$ cat config.mk
export PLATFORM = sky130hd
export DESIGN_NAME = fmiller_rx_ctrl
export DESIGN_NICKNAME = d
export VERILOG_FILES = /design/src/rtl/fmiller_pkg.sv /design/src/rtl/fmiller_byte_buf.sv /design/src/rtl/fmiller_rx_ctrl.sv
export SDC_FILE = /design/constraint.sdc
export NUM_CORES = 1
export LEC_CHECK = 0
export BUFFER_PORTS_ARGS = -buffer_cell sky130_fd_sc_hd__clkbuf_2
export CAP_MARGIN = 30
export CORE_MARGIN = 8
export CORE_UTILIZATION = 60
export CTS_BUF_LIST = sky130_fd_sc_hd__clkbuf_4 sky130_fd_sc_hd__clkbuf_8
export DETAILED_ROUTE_END_ITERATION = 6
export PLACE_DENSITY = 0.8
export REMOVE_ABC_BUFFERS = 1
export SKIP_CTS_REPAIR_TIMING = 1
export SLEW_MARGIN = 20
export SYNTH_ARGS = -nofsm -noshare
export SYNTH_HDL_FRONTEND = slang
export SYNTH_SLANG_ARGS = --single-unit
$ cat constraint.sdc
create_clock -name clk2x -period 3.3 [get_ports clk2x]
set_clock_uncertainty 0.05 [all_clocks]
set_input_delay 0 -clock clk2x [delete_from_list [all_inputs] [get_ports clk2x]]
set_output_delay 0 -clock clk2x [all_outputs]
set_load 0.01 [all_outputs]
$ cat src/rtl/fmiller_pkg.sv
// Shared constants for the frame-level receive controller around fmiller_decoder.
package fmiller_pkg;

    localparam int          BYTE_W        = 8;
    localparam int          SYNC_W_DEF    = 16;
    localparam logic [15:0] SYNC_WORD_DEF = 16'hD391;
    localparam int          MAX_LEN_DEF   = 64;

    // Controller state encoding, kept as plain constants for legacy tools.
    typedef logic [2:0] state_t;
    localparam state_t ST_IDLE = 3'd0;
    localparam state_t ST_HUNT = 3'd1;
    localparam state_t ST_LEN  = 3'd2;
    localparam state_t ST_DATA = 3'd3;
    localparam state_t ST_DONE = 3'd4;

    // Busy covers the part of a frame after sync where bits are being consumed.
    function automatic logic is_busy(input state_t s);
        return (s == ST_LEN) || (s == ST_DATA);
    endfunction

endpackage

$ cat src/rtl/fmiller_byte_buf.sv
// Single-entry valid/ready output register. A byte offered while the register
// is still full and not being drained is dropped and flagged in a sticky ovf.
module fmiller_byte_buf
    import fmiller_pkg::*;
(
    input  logic              clk2x,
    input  logic              rst_n,
    input  logic              flush,
    input  logic              load,
    input  logic [BYTE_W-1:0] load_data,
    input  logic              load_last,
    input  logic              ovf_clr,
    input  logic              out_ready,
    output logic [BYTE_W-1:0] out_data,
    output logic              out_valid,
    output logic              out_last,
    output logic              ovf
);

    logic [BYTE_W-1:0] data_r;
    logic              valid_r;
    logic              last_r;
    logic              ovf_r;
    logic              can_load_s;
    logic              accept_s;

    // Slot is free when empty or being drained this very cycle.
    always_comb begin
        can_load_s = (!valid_r) || out_ready;
        accept_s   = valid_r && out_ready;
    end

    // Output register: a new load wins over a same-cycle drain.
    always_ff @(posedge clk2x or negedge rst_n) begin
        if (!rst_n) begin
            data_r  <= 8'h00;
            valid_r <= 1'b0;
            last_r  <= 1'b0;
            ovf_r   <= 1'b0;
        end else if (flush) begin
            valid_r <= 1'b0;
            last_r  <= 1'b0;
        end else begin
            if (load && can_load_s) begin
                data_r  <= load_data;
                last_r  <= load_last;
                valid_r <= 1'b1;
            end else if (accept_s) begin
                valid_r <= 1'b0;
                last_r  <= 1'b0;
            end else begin
                valid_r <= valid_r;
            end
            if (ovf_clr) begin
                ovf_r <= 1'b0;
            end else if (load && !can_load_s) begin
                ovf_r <= 1'b1;
            end else begin
                ovf_r <= ovf_r;
            end
        end
    end

    assign out_data  = data_r;
    assign out_valid = valid_r;
    assign out_last  = last_r;
    assign ovf       = ovf_r;

endmodule

$ cat src/rtl/fmiller_rx_ctrl.sv
// Frame receive controller: hunts for a sync word in the decoded bit stream,
// reads a length byte, then assembles MSB-first payload bytes for downstream.
module fmiller_rx_ctrl
    import fmiller_pkg::*;
#(
    parameter int                SYNC_W    = SYNC_W_DEF,
    parameter logic [SYNC_W-1:0] SYNC_WORD = SYNC_WORD_DEF,
    parameter int                MAX_LEN   = MAX_LEN_DEF
) (
    input  logic              clk2x,
    input  logic              rst_n,
    input  logic              en,
    input  logic              bit_stb,
    input  logic              dec_bit,
    output logic              dec_enable,
    output logic [BYTE_W-1:0] out_data,
    output logic              out_valid,
    input  logic              out_ready,
    output logic              out_last,
    output logic              frame_start,
    output logic              frame_done,
    output logic              frame_err,
    output logic              ovf,
    output logic              busy
);

    localparam logic [7:0] MAX_LEN_B = MAX_LEN[7:0];

    state_t            state_r, state_nxt_s;
    logic [SYNC_W-1:0] sync_sh_r, sync_nxt_s;
    logic [7:0]        byte_sh_r, byte_nxt_s;
    logic [2:0]        bit_cnt_r;
    logic [7:0]        byte_cnt_r;
    logic [7:0]        len_r;
    logic              dec_enable_r, busy_r;
    logic              frame_start_r, frame_done_r, frame_err_r;
    logic              start_s, done_s, err_s, load_s, clr_sync_s;
    logic              byte_done_s, last_byte_s, shift_en_s;

    // Next-state and per-cycle event decode; en low overrides everything.
    always_comb begin
        state_nxt_s = state_r;
        start_s     = 1'b0;
        done_s      = 1'b0;
        err_s       = 1'b0;
        load_s      = 1'b0;
        clr_sync_s  = 1'b0;
        sync_nxt_s  = {sync_sh_r[SYNC_W-2:0], dec_bit};
        byte_nxt_s  = {byte_sh_r[6:0], dec_bit};
        byte_done_s = bit_stb && (bit_cnt_r == 3'd7);
        last_byte_s = (byte_cnt_r == (len_r - 8'd1));
        shift_en_s  = en && bit_stb && is_busy(state_r);
        if (!en) begin
            state_nxt_s = ST_IDLE;
            clr_sync_s  = 1'b1;
        end else begin
            case (state_r)
                ST_IDLE: state_nxt_s = ST_HUNT;
                ST_HUNT: begin
                    if (bit_stb && (sync_nxt_s == SYNC_WORD)) begin
                        state_nxt_s = ST_LEN;
                        start_s     = 1'b1;
                    end else begin
                        state_nxt_s = ST_HUNT;
                    end
                end
                ST_LEN: begin
                    if (!byte_done_s) begin
                        state_nxt_s = ST_LEN;
                    end else if (byte_nxt_s == 8'd0) begin
                        state_nxt_s = ST_DONE;
                        done_s      = 1'b1;
                    end else if (byte_nxt_s > MAX_LEN_B) begin
                        state_nxt_s = ST_HUNT;
                        err_s       = 1'b1;
                        clr_sync_s  = 1'b1;
                    end else begin
                        state_nxt_s = ST_DATA;
                    end
                end
                ST_DATA: begin
                    if (byte_done_s) begin
                        load_s = 1'b1;
                        if (last_byte_s) begin
                            state_nxt_s = ST_DONE;
                            done_s      = 1'b1;
                        end else begin
                            state_nxt_s = ST_DATA;
                        end
                    end else begin
                        state_nxt_s = ST_DATA;
                    end
                end
                ST_DONE: begin
                    state_nxt_s = ST_HUNT;
                    clr_sync_s  = 1'b1;
                end
                default: begin
                    state_nxt_s = ST_IDLE;
                    clr_sync_s  = 1'b1;
                end
            endcase
        end
    end

    // State, counters, shift registers and registered status pulses.
    always_ff @(posedge clk2x or negedge rst_n) begin
        if (!rst_n) begin
            state_r       <= ST_IDLE;
            sync_sh_r     <= '0;
            byte_sh_r     <= 8'h00;
            bit_cnt_r     <= 3'd0;
            byte_cnt_r    <= 8'd0;
            len_r         <= 8'd0;
            dec_enable_r  <= 1'b0;
            busy_r        <= 1'b0;
            frame_start_r <= 1'b0;
            frame_done_r  <= 1'b0;
            frame_err_r   <= 1'b0;
        end else begin
            state_r       <= state_nxt_s;
            dec_enable_r  <= (state_nxt_s != ST_IDLE);
            busy_r        <= is_busy(state_nxt_s);
            frame_start_r <= start_s;
            frame_done_r  <= done_s;
            frame_err_r   <= err_s;
            if (clr_sync_s) begin
                sync_sh_r <= '0;
            end else if (en && bit_stb && (state_r == ST_HUNT)) begin
                sync_sh_r <= sync_nxt_s;
            end else begin
                sync_sh_r <= sync_sh_r;
            end
            if (!en || start_s) begin
                bit_cnt_r <= 3'd0;
            end else if (shift_en_s) begin
                bit_cnt_r <= bit_cnt_r + 3'd1;
            end else begin
                bit_cnt_r <= bit_cnt_r;
            end
            if (shift_en_s) begin
                byte_sh_r <= byte_nxt_s;
            end
            if (start_s) begin
                byte_cnt_r <= 8'd0;
            end else if (load_s) begin
                byte_cnt_r <= byte_cnt_r + 8'd1;
            end
            if (en && (state_r == ST_LEN) && byte_done_s) begin
                len_r <= byte_nxt_s;
            end
        end
    end

    fmiller_byte_buf u_buf (
        .clk2x     (clk2x),
        .rst_n     (rst_n),
        .flush     (!en),
        .load      (load_s),
        .load_data (byte_nxt_s),
        .load_last (last_byte_s),
        .ovf_clr   (start_s),
        .out_ready (out_ready),
        .out_data  (out_data),
        .out_valid (out_valid),
        .out_last  (out_last),
        .ovf       (ovf)
    );

    assign dec_enable  = dec_enable_r;
    assign busy        = busy_r;
    assign frame_start = frame_start_r;
    assign frame_done  = frame_done_r;
    assign frame_err   = frame_err_r;

endmodule

==> results of run 1 <==
==> sequential cells by signal, indices dropped and copies added (netlist names) <==
signal,count
byte_cnt_r,8
bit_cnt_r,3
u_buf.out_data,8
len_r,8
frame_done,1
u_buf.out_valid,1
frame_start,1
dec_enable,1
frame_err,1
u_buf.ovf,1
busy,1
sync_sh_r,15
u_buf.out_last,1
state_r,3
byte_sh_r,7
==> per-stage QoR <==
stage | cell area [um^2] | hold slack, ns
2_1_floorplan | 2855 | -0.3456
3_3_place_gp | 3035 | 0.005436
3_5_place_dp | 3035 | 0.009829
4_1_cts | 3213 | -0.3596
5_1_grt | 3243 | 0.01002
6_report | 3243 | -0.001889
==> path summary, 6_finish.rpt <==
path | from | end | slack [ns] | cells past startpoint
setup / recovery | state_r[1] | len_r[6] | 1.04 | 5
hold / removal | en | u_buf.out_valid | -0.002 | 2
setup reg to reg | state_r[1] | len_r[6] | 1.04 | 5
hold reg to reg | u_buf.ovf | u_buf.ovf | 0.45 | 2
max in group asynchronous | rst_n | len_r[6] | 2.16 | 3
min in group asynchronous | rst_n | byte_cnt_r[0] | 0.17 | 2
==> power breakdown <==
part	internal [uW]	switching [uW]	total, uW
clock network	307	281	588
logic	11.0	32.6	43.6
registers	738	2.19	740
==> synth_stat cells, drive strengths merged (2+ instances only) <==
library cell   n  area (um^2)
dfrtp         60         1501
nand2         42        157.7
a21oi         22        113.9
nor2          22        85.09
mux2          21        236.5
o21ai         10        53.80
xnor2         10        87.58
buf            9        53.80
xor2           9        78.83
inv            6        22.52
nand3          6        30.03
nand4          6        37.54
a211oi         5        47.54
nor2b          5        31.28
and2           4        25.02
ha             4        50.05
nor3           4        36.29
o21bai         4        30.03
and3           3        18.77
nor4           3        40.04
clkbuf         2        7.510
mux2i          2        20.02
nand4b         2        17.52
or4            2        18.77
==> cell type report <==
class | instances | area, um^2
sequential | 60 | 1501
fill | 366 | 1449
multi-input combinational | 199 | 1331
clock buffer | 12 | 152.6
timing repair buffer | 25 | 142.6
tap | 54 | 67.56
clock inverter | 4 | 25.02
inverter | 6 | 22.52
==> layer usage <==
metal,part of all wire [%],global-route usage (%)
met1,47,21.19
met5,0,0
met3,4.6,6.399
met2,47,26.02
met4,2.1,7.484
==> placed cells by master, fill, tap and decap left out, drive strengths merged, types with 2 or more instances in the layout <==
master / instances
xor2: 9
nand3: 6
o21ai: 10
clkinvlp: 2
and3: 3
nand4b: 2
o21bai: 4
mux2i: 2
nor2b: 5
nor4: 3
nor2: 22
a21oi: 22
dlygate4sd3: 3
ha: 4
and2: 4
clkbuf: 33
mux2: 21
inv: 6
dfrtp: 60
nand4: 6
nor3: 4
clkinv: 2
or4: 2
xnor2: 10
nand2: 42
a211oi: 5
==> logic make-up after synthesis <==
group / Yosys count
multiplexers: 23
AND/OR/NAND/NOR: 105
adder cells (fa/ha/maj): 4
AO/OA/AOI/OAI: 48
XOR/XNOR: 19
buffers and inverters: 17
flip-flops: 60
==> impl_metrics.env, run 1 <==
export IMPL_outcome="finished, violations left"
export IMPL_violations="negative hold slack"
export IMPL_cts_tree="yes"
export IMPL_numPortBuffers=21
export IMPL_drt_iter0_drc=123
export IMPL_synthSimpleGateAreaFrac_pct=18.70
export IMPL_core_area_mm2=0.004692
export IMPL_fp_dieW_um=85.72
export IMPL_hold_viol=1
export IMPL_syn_instance_count=276
export IMPL_placedCellCount=341
export IMPL_cts_htree_levels=3
export IMPL_finalSetupViolCount=0
export IMPL_grt_pass1_wl_um=9777
export IMPL_die_area_mm2=0.007348
export IMPL_critical_path_max_fanout=11
export IMPL_drive_above_1_share_pct=23.53
export IMPL_crit_family="simple AND/OR/NAND/NOR gates"
export IMPL_grt_overflow=0
export IMPL_synth_edf_count=0
export IMPL_numCtsBuffers=9
export IMPL_fin_util_pct=69.12
export IMPL_period_share_pct=68.40
export IMPL_fin_cells=360
export IMPL_cap_violations=0
export IMPL_synthAdderAreaFrac_pct=1.716
export IMPL_required_ns=3.46
export IMPL_antenna_cells=0
export IMPL_start_util_pct=62.16
export IMPL_fin_hold_ws_ns=-0.001889
export IMPL_hold_class="input port to flip-flop"
export IMPL_period_minus_slack_ns=2.257
export IMPL_synthXorXnorAreaFrac_pct=5.706
export IMPL_p_leak_uw=0.001545
export IMPL_cpPeakStageDelay_ns=0.57
export IMPL_power_uw=1371
export IMPL_avgSynthCellArea_um2=10.57
export IMPL_vias=2100
export IMPL_die_y_um=85.72
export IMPL_ios=22
export IMPL_wl_um=5730
export IMPL_syn_to_final_growth_pct=11.20
export IMPL_synth_cell_types=48
export IMPL_synth_area_mm2=0.002917
export IMPL_root_buffer="clkbuf_8"
export IMPL_ys_seq_elements=60
export IMPL_path_clk_slew_ns=0.07
export IMPL_cp_data_arrival_time_ns=2.42
export IMPL_slew_headroom_pct=48.04
export IMPL_synth_mux_area_share_pct=8.795
export IMPL_grt_setup_unrepaired="no"
export IMPL_grt_max_degree=35
export IMPL_path_cells="nor2b_1 > nor2b_1 > nand3_1 > nor2_1 > mux2_2"
export IMPL_synthArstFlopShare_pct=100.0
export IMPL_place_hpwl_um=4068
export IMPL_synth_top_family_by_area="simple AND/OR/NAND/NOR gates"
export IMPL_track_usage_pct=17.10
export IMPL_synth_ff_type="dfrtp_1"
export IMPL_clockBufferDepth=2
export IMPL_drc_errors=0
export IMPL_antenna_left=0
export IMPL_tightest_slew_ns=0.7752
export IMPL_yosys_warnings=0
export IMPL_antenna_found_initial=0
export IMPL_max_clock_freq_mhz=443.0
export IMPL_synth_compound_area_share_pct=10.73
export IMPL_final_max_slew_viol_count=0
export IMPL_gp_congestion=0.8666
export IMPL_yosysSeqAreaShare_pct=51.48
export IMPL_crit_type="flip-flop to flip-flop"
export IMPL_via_per_inst=5.833
export IMPL_cpMostUsedCell="nor2b_1"
export IMPL_cp_num_buf_inv=0
export IMPL_rows=25
export IMPL_fin_tns_setup_ns=0
export IMPL_start_kind="flip-flop"
export IMPL_irDropWorstVdd_v=0.0003857
export IMPL_end_kind="flip-flop"
export IMPL_p_per_area_mw_per_mm2=422.9
export IMPL_clock_sinks=60
export IMPL_avgRoutedWirePerCell_um=15.92
export IMPL_layout_setup_ws_ns=1.043
export IMPL_drt_pre_antenna_iters=4
export IMPL_nets=311
export IMPL_crit_slowest_cell="nor2_1"
export IMPL_clock_latency_ns=0.34
export IMPL_first_global_vias=2074
export IMPL_pre_cts_slack_ns=1.086
Note: power is estimated with default switching activity, not from simulation.
==> run 2, diff against run 1 <==
--- a/config.mk
+++ b/config.mk
@@ -8,10 +8,10 @@
 export BUFFER_PORTS_ARGS = -buffer_cell sky130_fd_sc_hd__clkbuf_2
 export CAP_MARGIN = 30
 export CORE_MARGIN = 8
-export CORE_UTILIZATION = 60
+export CORE_UTILIZATION = 56
 export CTS_BUF_LIST = sky130_fd_sc_hd__clkbuf_4 sky130_fd_sc_hd__clkbuf_8
 export DETAILED_ROUTE_END_ITERATION = 6
-export PLACE_DENSITY = 0.8
+export PLACE_DENSITY = 0.78
 export REMOVE_ABC_BUFFERS = 1
 export SKIP_CTS_REPAIR_TIMING = 1
 export SLEW_MARGIN = 20
==> constraint.sdc (replaced) <==
create_clock -name clk2x -period 2 [get_ports clk2x]
set_clock_uncertainty 0.05 [all_clocks]
set_input_delay 0 -clock clk2x [delete_from_list [all_inputs] [get_ports clk2x]]
set_output_delay 0 -clock clk2x [all_outputs]
set_load 0.01 [all_outputs]
==> run 2 against run 1 <==
  * The flow still finishes with violations (negative hold slack)
  * Total power up 85%
  * Critical path depth increased by 1
  * Maximum frequency is 14% higher
  * Cell area rose by 10%
  * Global-route usage up 0.39 points
  * Critical path type unchanged
  * Highest routed layer unchanged
==> impl_metrics.env, run 2 (synthesized netlist as in run 1, its figures left out) <==
export IMPL_final_common_cell="dfrtp_1"
export IMPL_crit_type="flip-flop to flip-flop"
export IMPL_antenna_left=0
export IMPL_cts_tree="yes"
export IMPL_via_per_inst=5.505
export IMPL_drc_errors=0
export IMPL_final_seq_area_mm2=0.001501
export IMPL_max_clock_freq_mhz=506.6
export IMPL_path_clk_slew_ns=0.07
export IMPL_syn_to_final_growth_pct=22.78
export IMPL_track_usage_pct=17.49
export IMPL_dpl_cell_area_mm2=0.003251
export IMPL_grt_setup_unrepaired="yes"
export IMPL_outcome="finished, violations left"
export IMPL_drt_iter0_drc=142
export IMPL_irDropWorstVdd_v=0.0006217
export IMPL_clock_sinks=60
export IMPL_grt_max_degree=38
export IMPL_holdPathEnd="u_buf.out_valid"
export IMPL_period_share_pct=98.70
export IMPL_min_path_cells=2
export IMPL_cp_startpoint="byte_sh_r[0]"
export IMPL_wl_um=6267
export IMPL_fin_util_pct=70.56
export IMPL_grt_pass1_wl_um=10320
export IMPL_violations="negative hold slack"
export IMPL_core_area_mm2=0.005075
export IMPL_fin_hold_ws_ns=-0.01499
export IMPL_final_max_slew_viol_count=0
export IMPL_fin_tns_setup_ns=0
export IMPL_first_global_vias=2171
export IMPL_multi_input_area_mm2=0.001380
export IMPL_drive_above_1_share_pct=32.12
export IMPL_p_per_area_mw_per_mm2=706.8
export IMPL_nFillCells=381
export IMPL_clock_latency_ns=0.34
export IMPL_required_ns=2.17
export IMPL_slew_headroom_pct=58.84
export IMPL_fp_dieW_um=88.17
export IMPL_clockBufferDepth=2
export IMPL_end_kind="flip-flop"
export IMPL_p_leak_uw=0.001685
export IMPL_finalSetupViolCount=0
export IMPL_start_kind="flip-flop"
export IMPL_regToRegEndpoint="state_r[1]"
export IMPL_r2r_start="byte_sh_r[0]"
export IMPL_die_y_um=88.17
export IMPL_gp_congestion=0.9116
export IMPL_antenna_cells=0
export IMPL_vias=2202
export IMPL_nets=335
export IMPL_r2r_cells=6
export IMPL_hold_viol=4
export IMPL_die_area_mm2=0.007773
export IMPL_hold_class="input port to flip-flop"
export IMPL_top_register="sync_sh_r"
export IMPL_grt_overflow=0
export IMPL_rrSetupSlack_ns=0.03
export IMPL_cts_htree_levels=3
export IMPL_cap_violations=0
export IMPL_period_minus_slack_ns=1.974
export IMPL_worstHoldStart="en"
export IMPL_antenna_found_initial=0
export IMPL_rows=26
export IMPL_tightest_slew_ns=0.6174
export IMPL_critical_path_max_fanout=2
export IMPL_start_util_pct=57.47
export IMPL_largest_reg_flops=15
export IMPL_mostFrequentLayoutCells="60 x dfrtp_1, 42 x nand2_1"
export IMPL_root_buffer="clkbuf_8"
export IMPL_avgRoutedWirePerCell_um=15.67
export IMPL_numPortBuffers=21
export IMPL_drt_pre_antenna_iters=4
export IMPL_final_cell_area_mm2=0.003581
export IMPL_place_hpwl_um=4340
export IMPL_numCtsBuffers=9
export IMPL_cp_data_arrival_time_ns=2.14
export IMPL_ios=22
run 2: changes by cell type in the layout (fill, tap and decap cells not counted), moves of 2 or more:
cell	change
buf_12	+3
buf_4	+20
bufinv_16	+2
clkbuf_4	-2
inv_1	-3
inv_2	+3
nor2b_1	-2
nor2b_2	+2
o21ai_0	-3
o21ai_1	+3
run 2: worst max path at each step:
| stage | end | slack [ns] | cells past startpoint |
|---|---|---|---|
| global placement | byte_cnt_r[7] | 0.02 | 6 |
| floorplan | len_r[2] | 0.02 | 5 |
| detailed placement | byte_cnt_r[7] | -0.02 | 6 |
| CTS | state_r[1] | -0.04 | 6 |
| global route | state_r[0] | -0.06 | 8 |
| finish | state_r[1] | 0.03 | 6 |
run 2: per-stage QoR:
| stage | std cells | worst slack [ns] | power [uW] |
|---|---|---|---|
| finish | 400 | 0.02598 | 2531 |
| global route | 400 | -0.06212 | 2613 |
| CTS | 394 | -0.03914 | 2545 |
| detailed placement | 378 | -0.01578 | 1324 |
| global placement | 378 | 0.01835 | 1322 |
| floorplan | 265 | 0.01851 | 1267 |
run 2: where the power goes:
group | total, uW | switching (uW) | internal [uW]
combinational | 90.8 | 61.3 | 29.5
clock | 1220 | 490 | 732
sequential | 1220 | 2.07 | 1220
total | 2530 | 553 | 1980
run 2: final cells by class:
cell class              instances  area share (%)
clock buffers                  10           3.843
clock inverters                 6           2.446
inverters                       6          0.6289
multi-input cells             199           38.54
flip-flops and latches         60           41.93
well taps                      70           2.446
repair buffers                 49           10.17
run 2: worst max-delay path, cell delays in order (launching register included):
cell	delay, ns
dfrtp_1	0.40
or4_4	0.57
nor3_4	0.18
xor2_1	0.21
o21bai_2	0.11
a211oi_2	0.23
a211oi_1	0.10
run 2: per-layer routing:
| metal | share of wire, % | vias up | global-route usage, % |
|---|---|---|---|
| met5 | 0 | - | 0 |
| met4 | 1.7 | 0 | 8.295 |
| met3 | 4.2 | 9 | 4.221 |
| met2 | 46 | 57 | 27.83 |
| met1 | 48 | 1074 | 21.74 |
| li1 | - | 1062 | - |
